### src/rtl/branch_redirect_ctrl.sv
// Fetch-redirect sequencer: tracks unresolved predicted branches in order, checks
// BRU resolutions against the oldest one and drives redirect/stall into pc_generate.
module branch_redirect_ctrl #(
  parameter int DEPTH     = 4,
  parameter int RECOV_LAT = 2
) (
  input  logic                     clk,
  input  logic                     RST,
  input  logic                     pred_valid,
  input  logic                     pred_taken,
  input  logic [63:0]              pred_alt_pc,
  input  logic                     bru_res_valid,
  input  logic                     bru_taken,
  input  logic                     excp_valid,
  input  logic [63:0]              excp_pc,
  output logic                     redirect_valid,
  output logic [63:0]              redirect_pc,
  output logic                     redirect_cause,
  output logic                     fetch_stall,
  output logic [$clog2(DEPTH):0]   outstanding,
  output logic                     err_overflow,
  output logic                     err_underflow,
  output logic [1:0]               state_dbg
);

  localparam int PW = $clog2(DEPTH);
  localparam int NW = PW + 1;
  localparam int CW = $clog2(RECOV_LAT + 1);

  typedef enum logic [1:0] {
    ST_RUN      = 2'd0,
    ST_REDIRECT = 2'd1,
    ST_RECOVER  = 2'd2
  } state_t;

  state_t         state, state_nxt;
  logic [CW-1:0]  rcnt, rcnt_nxt;

  logic           q_taken [DEPTH];
  logic [63:0]    q_alt   [DEPTH];
  logic [PW-1:0]  rd_ptr, wr_ptr;
  logic [NW-1:0]  count;

  logic full, empty, in_run, push, pop, mispredict, excp_take, do_redirect;

  // pred_valid, bru_res_valid and excp_valid are strobes with no ready: a strobe
  // is consumed in the cycle it is seen in RUN, and ignored (not held) otherwise.
  assign full        = (count == NW'(DEPTH));
  assign empty       = (count == '0);
  assign in_run      = (state == ST_RUN);
  assign push        = in_run & pred_valid & ~full;
  assign pop         = in_run & bru_res_valid & ~empty;
  assign mispredict  = pop & (bru_taken != q_taken[rd_ptr]);
  assign excp_take   = in_run & excp_valid;
  assign do_redirect = mispredict | excp_take;

  assign outstanding = count;
  assign state_dbg   = state;

  always_ff @(posedge clk) begin
    if (RST) begin
      state <= ST_RUN;
      rcnt  <= '0;
    end else begin
      state <= state_nxt;
      rcnt  <= rcnt_nxt;
    end
  end

  always_comb begin
    state_nxt   = state;
    rcnt_nxt    = rcnt;
    fetch_stall = 1'b1;
    case (state)
      ST_RUN: begin
        fetch_stall = full;
        if (do_redirect) state_nxt = ST_REDIRECT;
      end
      ST_REDIRECT: begin
        rcnt_nxt  = CW'(RECOV_LAT);
        state_nxt = ST_RECOVER;
      end
      ST_RECOVER: begin
        rcnt_nxt = rcnt - CW'(1);
        if (rcnt == CW'(1)) state_nxt = ST_RUN;
      end
      default: state_nxt = ST_RUN;
    endcase
  end

  // Queue storage carries no reset; occupancy is governed by count alone.
  always_ff @(posedge clk) begin
    if (push) begin
      q_taken[wr_ptr] <= pred_taken;
      q_alt[wr_ptr]   <= pred_alt_pc;
    end
  end

  always_ff @(posedge clk) begin
    if (RST) begin
      rd_ptr         <= '0;
      wr_ptr         <= '0;
      count          <= '0;
      redirect_valid <= 1'b0;
      redirect_pc    <= '0;
      redirect_cause <= 1'b0;
      err_overflow   <= 1'b0;
      err_underflow  <= 1'b0;
    end else begin
      redirect_valid <= do_redirect;
      if (do_redirect) begin
        // Everything younger than the redirect is wrong-path, including a same-cycle push.
        redirect_pc    <= excp_take ? excp_pc : q_alt[rd_ptr];
        redirect_cause <= excp_take;
        rd_ptr         <= '0;
        wr_ptr         <= '0;
        count          <= '0;
      end else begin
        if (push) wr_ptr <= wr_ptr + PW'(1);
        if (pop)  rd_ptr <= rd_ptr + PW'(1);
        count <= count + NW'(push) - NW'(pop);
      end
      if (in_run & pred_valid & full)     err_overflow  <= 1'b1;
      if (in_run & bru_res_valid & empty) err_underflow <= 1'b1;
    end
  end

endmodule

### config.mk
export PLATFORM = sky130hd
export DESIGN_NAME = branch_redirect_ctrl
export DESIGN_NICKNAME = d
export VERILOG_FILES = /design/src/rtl/branch_redirect_ctrl.sv
export SDC_FILE = /design/constraint.sdc
export NUM_CORES = 1
export LEC_CHECK = 0
export BUFFER_PORTS_ARGS = -buffer_cell sky130_fd_sc_hd__buf_2
export CORE_ASPECT_RATIO = 0.7
export CORE_UTILIZATION = 35
export DETAILED_ROUTE_END_ITERATION = 16
export GPL_TIMING_DRIVEN = 0
export PLACE_DENSITY = 0.58
export SYNTH_ARGS = -nofsm -noshare
export SYNTH_HDL_FRONTEND = slang
export SYNTH_SLANG_ARGS = --single-unit
### constraint.sdc
create_clock -name clk -period 7.2 [get_ports clk]
set_clock_uncertainty 0.05 [all_clocks]
set_input_delay 0.36 -clock clk [delete_from_list [all_inputs] [get_ports clk]]
set_output_delay 0.36 -clock clk [all_outputs]
set_load 0.02 [all_outputs]
==> results of run 1 <==
per-stage QoR:
stage,hold slack (ns),util (%),cell area [sq um],setup WS [ns]
finish,0.0254,45.5,16400,4.33
global route,0.000930,45.5,16400,4.03
CTS,0.000144,45.5,16400,4.29
detailed placement,0.392,40.5,14600,4.32
global placement,0.390,40.2,14500,2.41
floorplan,0.379,-,12800,3.97
critical path, stage by stage, from the launching register on:
cell,delay [ns]
dfxtp_1,0.33
inv_1,0.11
ha_1,0.33
nand2_1,0.12
nor2b_1,0.11
clkbuf_1,0.32
inv_1,0.08
ha_1,0.29
inv_1,0.06
ha_1,0.13
inv_1,0.05
fa_1,0.40
xor2_1,0.17
xnor2_1,0.14
nor2_1,0.05
how the worst max path moves through the flow:
| stage | endpoint | slack, ns | cells past startpoint |
|---|---|---|---|
| after floorplan | q_alt[0][0] | 3.97 | 6 |
| after global placement | q_alt[1][35] | 2.41 | 6 |
| after detailed placement | outstanding[2] | 4.32 | 14 |
| after CTS | outstanding[2] | 4.29 | 14 |
| after global routing | outstanding[2] | 4.03 | 14 |
| final | outstanding[2] | 4.33 | 14 |
power breakdown:
group | leakage (nW) | internal, mW | switching [mW] | total, mW
Clock | 0.570 | 1.10 | 0.743 | 1.84
Sequential | 3.03 | 2.49 | 0.123 | 2.62
Combinational | 2.48 | 0.621 | 0.844 | 1.47
flip-flops by register name, summed over array words and instances (netlist names), named ones only:
signal,flops
wr_ptr,2
rd_ptr,2
rcnt,2
redirect_cause,1
outstanding,3
state_dbg,2
err_overflow,1
err_underflow,1
q_alt,256
redirect_pc,64
redirect_valid,1
q_taken,4
what timing repair did:
item                                   in CTS  in global routing
hold buffers                               61                  0
endpoints found under the hold margin     244                  0
gates resized for setup                     0                  0
logic make-up (layout without fill, tap and decap cells):
| logic type | Yosys count | count (layout) |
|---|---|---|
| and+or+nand+nor | 34 | 34 |
| muxes | 132 | 132 |
| xor gates and xnor gates | 6 | 6 |
| other | 0 | 1 |
| buffers and inverters | 48 | 387 |
| DFF | 341 | 341 |
| adders and majority gates | 12 | 12 |
| AOI/OAI and AO/OA | 74 | 74 |
metal layers:
metal | share of wire (%) | routed length (microns) | GRT usage [%] | vias up
li1 | - | - | - | 3255
met1 | 47 | 13500 | 21.8 | 3550
met2 | 47 | 13400 | 24.8 | 175
met3 | 5.2 | 1510 | 3.55 | 36
met4 | 1.6 | 452 | 3.97 | 0
met5 | 0 | 0 | 0 | -
final cells by class:
class	count	area (sq um)
diodes	1	2.50
plain buffers	36	188
clock buffers	54	1030
clock inverters	12	141
fillers	3142	19600
inverters	12	45.0
multi-input cells	258	3170
flip-flops and latches	341	9430
well taps	480	601
repair buffers	273	1760
placed cells by master, fill, tap and decap left out, drive strengths merged, types with 4 or more instances in the layout:
cell type / n
nand2: 9
dfxtp: 81
edfxtp: 260
o2bb2ai: 64
mux2i: 67
mux4: 65
clkbuf: 67
buf: 235
dlygate4sd3: 61
inv: 14
clkinv: 7
ha: 11
nor2: 10
xnor2: 4
and2: 6
==> flow_summary.yaml, run 1 <==
outcome:
  status: "completed"
clock_tree:
  cts_setup_buffers: 0
  clkLatencyLatePin_ns: 0.53
  cts_tree: "yes"
  clkSinkCount: 341
  root_buffer: "clkbuf_16"
  cts_buffers: 36
  clockBufferDepth: 3
  h-tree-depth: 2
  cts.clk_slew.worst_paths_ns: 0.06
sta:
  drv_slew: 0
  fmax_mhz: 349
  tightest_slew_ns: 0.955
  final-hold-violation-count: 0
  tns_ns: 0
  rsz0062_at_grt: "false"
  layout_min_cycle_time_ns: 2.87
  fin_crit_sh_pct: 39.8
  slew_headroom_pct: 36.3
  setup_viol: 0
final_layout:
  stdcell_count: 1467
  finish.net_count: 1105
  final_layout_size_suffix_gt1_share_pct: 36.1
  syn2layout_area_growth_pct: 27.6
critical_path:
  r2r_start: "state_dbg[0]"
  arrival_ns: 3.21
  criticalPathCategory: "reg2reg"
  worst_r2r_endpoint: "outstanding[2]"
  r2r_slack_ns: 4.33
  cp_data_required_time_ns: 7.54
  cp-start-kind: "flip-flop"
  crit_start: "state_dbg[0]"
  ff2ff_path_depth: 14
  end_kind: "flip-flop"
  cp_max_fo: 7
routing:
  avgViaCountPerCell: 4.78
  ant_nets: 0
  dr.pass1.iters: 4
  vias: 7016
  wl_per_cell_microns: 19.7
  drc: 0
  wl_microns: 28800
  dr.first_iter.drc_count: 453
grt:
  grt_pass1_vias: 7401
  grt_max_degree: 42
  grt_util_all_layers_pct: 15.6
  grt_pass1_wl_microns: 44000
  grt_overflow: 0
  antenna_found_initial: 1
floorplan:
  die_h_microns: 162
  dieArea_sq_mm: 0.0374
  ios: 209
  start_util_pct: 35.6
  fp-row-count: 58
  core_area_sq_mm: 0.0360
  die_w_microns: 231
place:
  hpwl_microns: 18400
  dpl.cell_count: 1339
  io_buffers: 208
  globalplace.congestion: 0.710
worst_hold_path:
  min-delay-path-class: "in2reg"
  min_from: "pred_alt_pc[9]"
  hold_depth: 1
  hold_path_end: "q_alt[3][9]"
yosys:
  synth.area.mux_share_pct: 16.6
  synth_fa_ha_area_share_pct: 1.23
  synthDistinctLibCells: 34
  ys.flop_type: "edfxtp_1"
  synth_simple_gate_area_share_pct: 1.41
  synthTopCellsByCount: "edfxtp_1 (260), dfxtp_1 (81), mux2i_1 (67)"
  synth-seq-cells: 341
  yosysTopAreaCellShare_pct: 60.9
  synth_top_family_by_area: "multiplexers"
  syn_avg_cell_area_sq_um: 19.8
  synth_fp_nets: 794
  yosys_warnings: 0
  synth.most_common_cell: "edfxtp_1"
  synth_edf_count: 260
  yosys-top-cells-area: "edfxtp_1 (61%), dfxtp_1 (13%), mux4_2 (11%), mux2i_1 (5.2%), o2bb2ai_1 (4.4%)"
  yosys.area.top_type: "edfxtp_1"
  netlist_area_sq_mm: 0.0128
  ys_seq_area_share_pct: 73.5
  synth_xor_area_share_pct: 0.410
  async_flop_share_pct: 0
  synthCells: 647
  synth-compound-area-share_pct: 4.97
flow_run:
  maxCapViolations: 0
pwr:
  cellLeakagePower_nw: 6.08
  power_density_mw_per_mm2: 362
  peakVddDrop_v: 0.000197
  power_mw: 5.92
Note: power is estimated with default switching activity, not from simulation.
==> inputs of run 2 (changes only) <==
--- a/config.mk
+++ b/config.mk
@@ -5,12 +5,13 @@
 export SDC_FILE = /design/constraint.sdc
 export NUM_CORES = 1
 export LEC_CHECK = 0
+export ABC_AREA = 1
 export BUFFER_PORTS_ARGS = -buffer_cell sky130_fd_sc_hd__buf_2
 export CORE_ASPECT_RATIO = 0.7
 export CORE_UTILIZATION = 35
 export DETAILED_ROUTE_END_ITERATION = 16
 export GPL_TIMING_DRIVEN = 0
-export PLACE_DENSITY = 0.58
+export PLACE_DENSITY = 0.6
 export SYNTH_ARGS = -nofsm -noshare
 export SYNTH_HDL_FRONTEND = slang
 export SYNTH_SLANG_ARGS = --single-unit
==> constraint.sdc (replaced) <==
create_clock -name clk -period 2.5 [get_ports clk]
set_clock_uncertainty 0.05 [all_clocks]
set_input_delay 0.125 -clock clk [delete_from_list [all_inputs] [get_ports clk]]
set_output_delay 0.125 -clock clk [all_outputs]
set_load 0.02 [all_outputs]
==> run 2 against run 1 <==
  * Core utilization grew 2.2 points
  * Clock-buffer cell count shrank 1
  * Worst setup slack lost 4.1 ns
  * Clock power grew to 2.9 times the previous value
  * Non-clock buffer count grew 117
  * Largest cell class unchanged
==> flow_summary.yaml, run 2 <==
worst_hold_path:
  hold_path_end: "redirect_pc[22]"
  min-delay-path-class: "in2reg"
  min_from: "excp_pc[22]"
  hold_depth: 5
grt:
  grt_max_degree: 31
  grt_pass1_vias: 10000
  grt_util_all_layers_pct: 19.4
  antenna_found_initial: 1
  grt_pass1_wl_microns: 58500
  grt_overflow: 0
floorplan:
  fp-row-count: 59
  dieArea_sq_mm: 0.0392
  start_util_pct: 35.8
  ios: 209
  core_area_sq_mm: 0.0375
  die_h_microns: 166
  die_w_microns: 236
yosys:
  synth_simple_gate_area_share_pct: 16.4
  synthCells: 1221
  yosys.area.top_type: "edfxtp_1"
  synthTopCellsByCount: "nor2_1 (333), edfxtp_1 (260), nand2_1 (144)"
  yosys-top-cells-area: "edfxtp_1 (58%), dfxtp_1 (12%), nor2_1 (9.3%), o21ai_0 (4.8%), nand2_1 (4.0%)"
  synth_top_family_by_area: "simple AND/OR/NAND/NOR gates"
  synthDistinctLibCells: 28
  synth.area.mux_share_pct: 0
  synth_fa_ha_area_share_pct: 1.17
  synth_xor_area_share_pct: 0.261
  synth-compound-area-share_pct: 8.24
  ys_seq_area_share_pct: 70.2
  yosysTopAreaCellShare_pct: 58.1
  synth_fp_nets: 1368
  async_flop_share_pct: 0
  synth-seq-cells: 341
  yosys_warnings: 0
  ys.flop_type: "edfxtp_1"
  netlist_area_sq_mm: 0.0134
  synth_edf_count: 260
  syn_avg_cell_area_sq_um: 11.0
  synth.most_common_cell: "nor2_1"
sta:
  fin_crit_sh_pct: 92.3
  tightest_slew_ns: 0.852
  setup_viol: 0
  worst_slack_ns: 0.192
  final-hold-violation-count: 0
  slew_headroom_pct: 43.2
  drv_slew: 0
  whs_ns: 0.0322
  layout_min_cycle_time_ns: 2.31
  fmax_mhz: 433
  rsz0062_at_grt: "false"
  tns_ns: 0
final_layout:
  reg.largest.list: "q_alt: 256 flops, redirect_pc: 64 flops, q_taken: 4 flops"
  multi_input_area_sq_mm: 0.00356
  largest_reg_flops: 256
  finish.net_count: 1754
  layout_commonest_cell: "nor2_1"
  syn2layout_area_growth_pct: 33.0
  regArea_sq_mm: 0.00943
  layout_common_cells: "nor2_1 (329), edfxtp_1 (260), buf_2 (228)"
  final_layout_size_suffix_gt1_share_pct: 20.0
  stdcell_count: 2124
  fin_util_pct: 47.6
  largest_register: "q_alt"
  nFillCells: 3399
critical_path:
  cp_data_required_time_ns: 2.68
  worst_r2r_endpoint: "q_alt[0][27]"
  end_kind: "flip-flop"
  r2r_start: "state_dbg[1]"
  criticalPathCategory: "reg2reg"
  ff2ff_path_depth: 7
  cp-start-kind: "flip-flop"
  cp_max_fo: 17
  r2r_slack_ns: 0.19
  arrival_ns: 2.48
  crit_start: "state_dbg[1]"
place:
  globalplace.congestion: 0.788
  io_buffers: 208
  hpwl_microns: 25300
  post-place-ws_ns: -0.141
  dpl.cell_count: 1927
clock_tree:
  cts.clk_slew.worst_paths_ns: 0.06
  cts_tree: "yes"
  clkSinkCount: 341
  cts_buffers: 36
  root_buffer: "clkbuf_16"
  h-tree-depth: 2
  clkLatencyLatePin_ns: 0.53
  clockBufferDepth: 3
pwr:
  p_comb_share_pct: 27.2
  switching_share_pct: 32.6
  p_switching_mw: 5.81
  p_int_mw: 12.0
  pwr-share-clk_pct: 30.0
  peakVddDrop_v: 0.000552
  power_density_mw_per_mm2: 999
  cellLeakagePower_nw: 6.98
  share_seq_of_total_power_pct: 42.8
routing:
  wl_per_cell_microns: 18.0
  wl_microns: 38200
  dr.first_iter.drc_count: 694
  dr.pass1.iters: 5
  ant_nets: 0
  avgViaCountPerCell: 4.84
  drc: 0
  vias: 10300
outcome:
  status: "completed"
flow_run:
  maxCapViolations: 0
-- run 2: area by class of cell --
cell class                      count  area share, %
Antenna cell                        1         0.0140
Buffer                             78           2.30
Multi-Input combinational cell    776           19.9
Sequential cell                   341           52.8
Tap cell                          488           3.42
Clock inverter                     13          0.847
Inverter                           26          0.546
Timing Repair Buffer              348           14.4
Clock buffer                       53           5.74
-- run 2: through the flow --
step / instance area (sq um) / total power, mW
finish: 17900 / 17.8
global placement: 15100 / 12.2
global route: 17900 / 18.7
detailed placement: 15400 / 12.4
CTS: 17800 / 17.9
floorplan: 13500 / 10.5
-- run 2: power groups by stage --
stage	logic (mW)	clock network, mW	registers [mW]
after CTS	4.86	5.45	7.63
after global placement	4.45	0	7.74
after detailed placement	4.67	0	7.74
final	4.86	5.35	7.64
after global routing	5.32	5.67	7.74
after floorplan	2.24	0	8.27
-- run 2: worst max-delay path, stage by stage, from the launching register on --
cell and delay [ns]:
dfxtp_1 0.34, inv_1 0.11, ha_1 0.15, buf_4 0.15, nand3_4 0.18, nor2_4 0.57
buf_12 0.26, buf_16 0.18
-- run 2: metal layers --
layer / up-vias / wire, microns / track usage [%]
li1: 5010 / - / -
met1: 4908 / 17700 / 27.6
met2: 324 / 17600 / 30.9
met3: 44 / 2470 / 3.67
met4: 0 / 463 / 3.78
met5: - / 0 / 0
-- run 2: worst max path at each step --
stage | endpoint | slack (ns) | cells after the start
after floorplan | q_alt[0][0] | 0.08 | 4
after detailed placement | redirect_pc[60] | -0.14 | 10
after global placement | q_alt[0][30] | -0.76 | 5
after global routing | q_alt[0][27] | 0.04 | 7
final | q_alt[0][27] | 0.19 | 7
after CTS | redirect_pc[28] | 0.02 | 10
-- run 2: cells by family after synthesis --
family / after synthesis
AND/OR/NAND/NOR: 557
flip-flops: 341
adder cells (fa/ha/maj): 12
buffers and inverters: 104
XOR/XNOR: 4
AO/OA/AOI/OAI: 203
-- run 2: repair_timing --
action	in CTS	in global routing
endpoints found under the hold margin	325	0
hold buffers	128	0
gates resized for setup	8	7
setup buffers	0	2
endpoints found under the setup margin	45	17
==> inputs of run 3 (changes only) <==
--- a/config.mk
+++ b/config.mk
@@ -7,11 +7,13 @@
 export LEC_CHECK = 0
 export ABC_AREA = 1
 export BUFFER_PORTS_ARGS = -buffer_cell sky130_fd_sc_hd__buf_2
+export CELL_PAD_IN_SITES_DETAIL_PLACEMENT = 1
+export CELL_PAD_IN_SITES_GLOBAL_PLACEMENT = 2
 export CORE_ASPECT_RATIO = 0.7
-export CORE_UTILIZATION = 35
+export CORE_UTILIZATION = 33
 export DETAILED_ROUTE_END_ITERATION = 16
 export GPL_TIMING_DRIVEN = 0
-export PLACE_DENSITY = 0.6
+export PLACE_DENSITY = 0.79
 export SYNTH_ARGS = -nofsm -noshare
 export SYNTH_HDL_FRONTEND = slang
 export SYNTH_SLANG_ARGS = --single-unit
==> run 3 against run 2 <==
  * Core utilization shrank 3.2 points
  * First-iteration DRC count shrank 5.0%
  * Sequential power is essentially flat
  * Critical path type unchanged
  * Clock power is essentially flat
  * Largest cell class unchanged
  * Largest power group unchanged
  * Final area shrank 0.69%
  * Combinational power is essentially flat
  * Clock-buffer cell count shrank 5
  * Register-to-register slack lost 0.06 ns
  * Wire length grew 8.9%
==> flow_summary.yaml, run 3 (synthesized netlist as in run 2, its figures left out) <==
final_layout:
  nFillCells: 4421
  reg.largest.list: "q_alt: 256 flops, redirect_pc: 64 flops, q_taken: 4 flops"
  fin_util_pct: 44.4
  largest_reg_flops: 256
  multi_input_area_sq_mm: 0.00356
  syn2layout_area_growth_pct: 32.1
  finish.net_count: 1743
  layout_commonest_cell: "nor2_1"
  stdcell_count: 2159
  final_layout_size_suffix_gt1_share_pct: 20.0
  largest_register: "q_alt"
  regArea_sq_mm: 0.00943
  final_area_sq_mm: 0.0177
  layout_common_cells: "nor2_1 (329), edfxtp_1 (260), buf_2 (227)"
clock_tree:
  cts_tree: "yes"
  clkLatencyLatePin_ns: 0.52
  cts_setup_buffers: 0
  clkSinkCount: 341
  cts_buffers: 37
  clockBufferDepth: 3
  cts.clk_slew.worst_paths_ns: 0.06
  root_buffer: "clkbuf_16"
  h-tree-depth: 2
routing:
  dr.pass1.iters: 5
  avgViaCountPerCell: 4.80
  drc: 0
  wl_per_cell_microns: 19.3
  wl_microns: 41600
  dr.first_iter.drc_count: 659
  ant_nets: 0
  vias: 10400
pwr:
  peakVddDrop_v: 0.000430
  cellLeakagePower_nw: 6.91
  switching_share_pct: 33.0
  p_comb_share_pct: 27.3
  share_seq_of_total_power_pct: 42.7
  pwr-share-clk_pct: 30.0
  p_switching_mw: 5.88
  p_int_mw: 12.0
  power_density_mw_per_mm2: 1010
floorplan:
  die_h_microns: 171
  start_util_pct: 33.6
  die_w_microns: 243
  ios: 209
  dieArea_sq_mm: 0.0415
  core_area_sq_mm: 0.0399
  fp-row-count: 61
grt:
  grt_overflow: 0
  grt_pass1_wl_microns: 64100
  antenna_found_initial: 3
  grt_pass1_vias: 11100
  grt_util_all_layers_pct: 20.1
  grt_max_degree: 29
sta:
  layout_min_cycle_time_ns: 2.37
  final-hold-violation-count: 0
  drv_slew: 0
  rsz0062_at_grt: "false"
  setup_viol: 0
  fmax_mhz: 422
  fin_crit_sh_pct: 94.9
  slew_headroom_pct: 36.4
  tightest_slew_ns: 0.952
critical_path:
  end_kind: "flip-flop"
  cp-start-kind: "flip-flop"
  criticalPathCategory: "reg2reg"
  cp_data_required_time_ns: 2.92
  ff2ff_path_depth: 10
  cp_max_fo: 10
  arrival_ns: 2.79
place:
  hpwl_microns: 27300
  placed_cell_area_sq_mm: 0.0153
  io_buffers: 208
  dpl.cell_count: 1972
  globalplace.congestion: 0.773
worst_hold_path:
  min-delay-path-class: "in2reg"
  hold_depth: 5
outcome:
  status: "completed"
flow_run:
  maxCapViolations: 0
-- run 3: what timing repair did --
item / in CTS / in global routing
gates resized for setup: 8 / 8
hold buffers: 120 / 0
setup endpoints to repair: 61 / 32
endpoints found under the hold margin: 316 / 0
-- run 3: worst paths after layout --
kind / slack [ns] / endpoint / start
max: 0.13 / redirect_pc[59] / state_dbg[1]
min: 0.03 / redirect_pc[42] / excp_pc[42]
max reg2reg: 0.13 / redirect_pc[59] / state_dbg[1]
min reg2reg: 0.41 / err_underflow / err_underflow
-- run 3: power by group through the flow --
| stage | clock [mW] | combinational [mW] | sequential, mW |
|---|---|---|---|
| after floorplan | 0 | 2.24 | 8.27 |
| final | 5.35 | 4.87 | 7.63 |
| after detailed placement | 0 | 4.73 | 7.74 |
| after CTS | 5.46 | 4.93 | 7.62 |
| after global placement | 0 | 4.54 | 7.74 |
| after global routing | 5.66 | 5.38 | 7.73 |
-- run 3: cell type report --
| cell class | count | area share (%) |
|---|---|---|
| inverters | 26 | 0.550 |
| clock inverters | 17 | 1.04 |
| clock buffers | 48 | 5.51 |
| flip-flops and latches | 341 | 53.1 |
| diodes | 2 | 0.0282 |
| repair buffers | 336 | 13.6 |
| well taps | 535 | 3.77 |
| multi-input cells | 776 | 20.1 |
| plain buffers | 78 | 2.31 |
-- run 3: per-layer routing --
layer | routed length [microns] | global-route usage [%] | up-vias
met5 | 0 | 0 | -
met4 | 665 | 4.35 | 0
met3 | 1970 | 3.47 | 48
met2 | 19900 | 34.6 | 265
met1 | 19100 | 26.7 | 5076
li1 | - | - | 4982
-- run 3: critical path, stage by stage (launching register included) --
cell and delay, ns:
dfxtp_1 0.40, inv_2 0.08, ha_1 0.18, buf_4 0.16, nand2_1 0.30, buf_4 0.33, clkbuf_2 0.37, nor2_1 0.10
a31oi_1 0.21, nand2_1 0.08, nand2_1 0.06
-- run 3: through the flow --
step	worst slack (ns)	setup TNS (ns)	hold slack, ns	power [mW]
detailed placement	-0.237	-6.46	0.295	12.5
finish	0.128	0	0.0256	17.8
floorplan	0.0763	0	0.144	10.5
CTS	0.00123	0	0.00769	18.0
global placement	-0.850	-201.58	0.286	12.3
global route	0.00911	0	0.0334	18.8
